File: config.mk
export PLATFORM = sky130hd
export DESIGN_NAME = output_port_arbiter
export DESIGN_NICKNAME = d
export VERILOG_FILES = /design/src/rtl/output_port_arbiter.sv
export SDC_FILE = /design/constraint.sdc
export NUM_CORES = 1
export LEC_CHECK = 0
export CAP_MARGIN = 25
export CORE_UTILIZATION = 35
export CTS_CLUSTER_DIAMETER = 150
export DETAILED_ROUTE_END_ITERATION = 8
export GPL_ROUTABILITY_DRIVEN = 0
export MAX_ROUTING_LAYER = met4
export PLACE_DENSITY = 0.57
export SLEW_MARGIN = 15
export SYNTH_ARGS = -nofsm -noshare
export SYNTH_HDL_FRONTEND = slang
export SYNTH_SLANG_ARGS = --single-unit
export TNS_END_PERCENT = 100
File: constraint.sdc
create_clock -name clk -period 5.9 [get_ports clk]
set_input_delay 1.18 -clock clk [delete_from_list [all_inputs] [get_ports clk]]
set_output_delay 1.18 -clock clk [all_outputs]
set_load 0.02 [all_outputs]
File: src/rtl/output_port_arbiter.sv
// Round-robin wormhole arbiter for one router output port: grant is locked per packet, released on tail.
// Optional stall watchdog (forced release + wd_err pulse) enabled by defining OPA_WATCHDOG_EN.
module output_port_arbiter #(
  parameter int N_IN      = 5,
  parameter int WD_CYCLES = 64,
  parameter int PTR_W     = $clog2(N_IN)
) (
  input  logic            clk,
  input  logic            preset,
  input  logic [N_IN-1:0] req,
  input  logic [N_IN-1:0] flit_valid,
  input  logic [N_IN-1:0] tail,
  input  logic            out_ready,
  output logic [N_IN-1:0] grant,
  output logic            busy,
  output logic            xfer,
  output logic            wd_err
);

  typedef enum logic {IDLE, LOCK} state_t;

  state_t             state, state_n;
  logic [N_IN-1:0]    grant_n;
  logic [PTR_W-1:0]   ptr, ptr_n, owner, arb_ptr;
  logic [N_IN-1:0]    lane_xfer;
  logic [N_IN-1:0]    win_oh;
  logic               tail_rel, wd_fire, release_w;

  // Explicit wrap: N_IN need not be a power of two.
  function automatic logic [PTR_W-1:0] ptr_inc(input logic [PTR_W-1:0] p);
    return (p == PTR_W'(N_IN-1)) ? '0 : p + PTR_W'(1);
  endfunction

  for (genvar i = 0; i < N_IN; i++) begin : g_lane
    assign lane_xfer[i] = grant[i] & flit_valid[i];
  end

  assign xfer     = (|lane_xfer) & out_ready;
  assign busy     = (state == LOCK);
  assign tail_rel = xfer & (|(grant & tail));

  always_comb begin
    owner = '0;
    for (int i = 0; i < N_IN; i++)
      if (grant[i]) owner = PTR_W'(i);
  end

  // On a release the owner becomes the pointer, so it is last in the scan.
  assign arb_ptr = (state == LOCK) ? owner : ptr;

  always_comb begin
    logic [PTR_W-1:0] idx;
    logic             found;
    win_oh = '0;
    found  = 1'b0;
    idx    = arb_ptr;
    for (int k = 0; k < N_IN; k++) begin
      idx = ptr_inc(idx);
      if (!found && req[idx]) begin
        win_oh[idx] = 1'b1;
        found       = 1'b1;
      end
    end
  end

  always_comb begin
    state_n   = state;
    grant_n   = grant;
    ptr_n     = ptr;
    release_w = 1'b0;
    case (state)
      IDLE: begin
        if (|req) begin
          grant_n = win_oh;
          state_n = LOCK;
        end
      end
      LOCK: begin
        release_w = tail_rel | wd_fire;
        if (release_w) begin
          ptr_n = owner;
          if (|req) begin
            grant_n = win_oh;
          end else begin
            grant_n = '0;
            state_n = IDLE;
          end
        end
      end
      default: begin
        grant_n = '0;
        state_n = IDLE;
      end
    endcase
  end

  always_ff @(posedge clk) begin
    if (!preset) begin
      state <= IDLE;
      grant <= '0;
      ptr   <= PTR_W'(N_IN-1);
    end else begin
      state <= state_n;
      grant <= grant_n;
      ptr   <= ptr_n;
    end
  end

`ifdef OPA_WATCHDOG_EN
  localparam int CNT_W = $clog2(WD_CYCLES+1);
  logic [CNT_W-1:0] wd_cnt;
  logic             wd_err_q;
  logic             lock_entry;

  // Fires on the edge that completes the WD_CYCLES-th consecutive stalled cycle.
  assign wd_fire    = (state == LOCK) && !xfer && (wd_cnt == CNT_W'(WD_CYCLES-1));
  assign lock_entry = (state_n == LOCK) && ((state == IDLE) || release_w);

  always_ff @(posedge clk) begin
    if (!preset) begin
      wd_cnt   <= '0;
      wd_err_q <= 1'b0;
    end else begin
      wd_err_q <= wd_fire;
      if (state != LOCK || xfer || lock_entry || release_w) wd_cnt <= '0;
      else                                                   wd_cnt <= wd_cnt + CNT_W'(1);
    end
  end

  assign wd_err = wd_err_q;
`else
  assign wd_fire = 1'b0;
  assign wd_err  = 1'b0;
`endif

  a_wd_cfg: assert property (@(posedge clk) WD_CYCLES > 0);
  a_grant:  assert property (@(posedge clk) disable iff (!preset)
                             $onehot0(grant) && (busy == (|grant)));

endmodule

==> impl_metrics.tcl <==
set metrics [dict create \
    swShare 0.555 \
    htreeDepth 1 \
    clock_power_share 0.087 \
    die_w_um 74.6 \
    vias 2081 \
    p_int_uw 394 \
    synth_flop_cell "dfxtp_1" \
    drv_slew 0 \
    antenna_found_initial 0 \
    fp.dieH_um 74.6 \
    p_comb_frac 0.823 \
    avgViaCountPerCell 6.00 \
    rsz0062_at_grt "false" \
    post_cts_resize_count 0 \
    cts.clk_slew.worst_paths_ns 0.05 \
    ant_nets 0 \
    report.final.hold_viol_count 0 \
    final_cell_mix "nand2_1 (38), clkdlybuf4s50_1 (24), nor2_1 (20)" \
    path_cells "mux2_2 -> inv_1 -> ha_1 -> nand2_1 -> nand2_1 -> ha_1 -> o21ai_0 -> a21oi_1 -> ha_1 -> inv_1 -> o211ai_2 -> nand2_1 -> or3_2 -> a32o_1 -> a2111oi_4 -> nand4_1 -> a32oi_1" \
    crit_type "flip-flop to flip-flop" \
    drt_pass1_iterations 4 \
    slew_headroom 0.329 \
    critPathTopFamily "compound AO/OA/AOI/OAI gates" \
    num_rows 26 \
    cp-start-kind "flip-flop" \
    postCtsHoldBufs 0 \
    fin_crit_ns 5.28 \
    fillers 557 \
    gr-total-overflow 0 \
    cts_setup_buffers 0 \
    critical_path_peak_fanout 10 \
    grt_max_degree 16 \
    cts_tree "yes" \
    grt_usage 0.227 \
    nets 303 \
    cpMaxStageDelayCell "dfxtp_1" \
    rr_startpoint "busy" \
    min_path_type "flip-flop to flip-flop" \
    drive_gt1_frac 0.126 \
    hp-start "ptr[0]" \
    portBuffers 24 \
    synth_edf_count 0 \
    synthToLayoutAreaGrowth_pct 18.0 \
    grt_pass1_vias 1892 \
    synthCells 256 \
    wire_per_inst_um 16.8 \
    final_common_cell "nand2_1" \
    finalSetupViolCount 0 \
    die_area_um2 5570 \
    p_switching_uw 492 \
    p_leak_nw 0.836 \
    dp_hpwl_um 4570 \
    yosysUniqueCellTypes 70 \
    peakVddDrop_uv 182 \
    outcome "finished clean" \
    yosysWarnings 0 \
    grt_pass1_wl_um 9430 \
    crit_arrival_ns 5.45 \
    syn_area_per_cell_um2 7.21 \
    clk_latency_ns 0.24 \
    synth_async_sr_flop_share 0 \
    clk_path_buf_depth 2 \
    seq_area_frac_synth 0.0976 \
    antenna_cells 0 \
    utilization 0.426 \
    drt-total-wl_um 5840 \
    fmax_ghz 0.189 \
    drc 0 \
    max_stage_delay_ns 0.57 \
    worst_pin_slew_ns 0.978 \
    powerDensity_nw_per_um2 407 \
    ys_seq_elements 9 \
    cp_num_buf_inv 2 \
    max-cap-violations 0 \
    initial_core_util 0.361 \
    syn-num-nets 281 \
    clock-skew-final_ns 0.00437 \
    sequentialPowerShare 0.090 \
    finalCritPeriodShare 0.895 \
    critPathRequiredTime_ns 6.07 \
    syn-cell-area_um2 1850 \
    cts_made_buffers 3 \
    cts.sinks 9 \
    cp-end-kind "flip-flop" \
    tns_ns 0 \
    crit_start "busy" \
    drt_iter0_drc 187 \
    cts_root_buf "clkbuf_8" \
    num_io_pins 26 \
    core_area_um2 5110 \
]
[worst paths after layout]
path         slack, ns  depth (start not counted)       end
max reg2reg       0.62                         17  grant[2]
min reg2reg       0.46                          2    ptr[0]
min               0.46                          2    ptr[0]
max               0.62                         17  grant[2]
[logic make-up (layout without fill, tap and decap cells)]
group,count (synthesis),in the layout,share of synthesized area
xor gates and xnor gates,4,4,0.0190
DFF,9,9,0.0976
other,1,1,0.00203
adders and majority gates,7,7,0.0475
buffers and inverters,24,45,0.0671
muxes,15,15,0.102
and+or+nand+nor,115,115,0.312
AOI/OAI and AO/OA,81,81,0.353
[stage by stage]
step	area, um^2	cells	hold WS [ns]	total power [mW]	setup slack [ns]
2_1_floorplan	1850	256	0.431	0.626	1.15
3_3_place_gp	2130	343	0.444	0.804	0.736
3_5_place_dp	2130	343	0.467	0.794	0.647
4_1_cts	2180	347	0.475	0.875	0.627
5_1_grt	2180	347	0.503	0.955	0.214
6_report	2180	347	0.464	0.886	0.622
[power groups by stage]
stage          clock (mW)  sequential (mW)  combinational, mW
2_1_floorplan           0           0.0852              0.541
3_3_place_gp            0           0.0805              0.723
3_5_place_dp            0           0.0808              0.713
4_1_cts            0.0787           0.0795              0.716
5_1_grt            0.0797           0.0805              0.794
6_report           0.0773           0.0795              0.729
[state kept, by name, indices dropped and copies added (netlist names)]
name	count
grant	5
busy	1
ptr	3
[per-layer routing]
layer | global-route usage | vias to the layer above | share of wire
li1 | - | 1018 | -
met1 | 0.328 | 975 | 0.48
met2 | 0.332 | 76 | 0.44
met3 | 0.0295 | 12 | 0.064
met4 | 0.0587 | 0 | 0.021
met5 | - | - | 0
[synthesized netlist by cell type, types with 2 or more instances]
cell type,number,share of area
a2111oi_4,2,0.030
a211o_1,5,0.024
a211oi_1,2,0.0081
a211oi_2,2,0.014
a21boi_0,2,0.0081
a21oi_1,13,0.035
a221oi_1,2,0.0095
a222oi_1,2,0.011
a311oi_1,2,0.0095
a31oi_1,7,0.024
a32oi_1,3,0.014
and2_1,2,0.0068
and3_1,6,0.020
buf_2,3,0.0081
buf_4,2,0.0081
buf_6,3,0.018
clkbuf_1,4,0.0081
dfxtp_1,9,0.098
ha_1,7,0.047
inv_1,12,0.024
mux2_2,3,0.018
mux2_4,2,0.016
mux2i_1,8,0.043
nand2_1,38,0.077
nand2b_1,3,0.010
nand3_1,14,0.038
nand3b_1,2,0.0081
nand4_1,6,0.020
nor2_1,20,0.041
nor3_1,7,0.019
nor4_1,2,0.0068
o211ai_1,3,0.012
o211ai_2,2,0.014
o21ai_0,11,0.030
o221ai_1,2,0.0095
o22ai_1,2,0.0068
o31ai_1,4,0.016
o32a_1,2,0.011
or2_2,2,0.0068
xnor2_1,3,0.014
[worst min-delay path, stage by stage (launching register included)]
cell and delay [ns]:
dfxtp_1 0.31, nand2_1 0.05, a21oi_1 0.05
[cell type report]
type                       instances  area [um^2]  area share
sequential                         9          180      0.0828
clock buffer                       4         45.0      0.0207
tap                               70         87.6      0.0402
multi-input combinational        223         1540       0.708
timing repair buffer              29          278       0.128
inverter                          12         45.0      0.0207
Power figures use the tool's default switching activity.
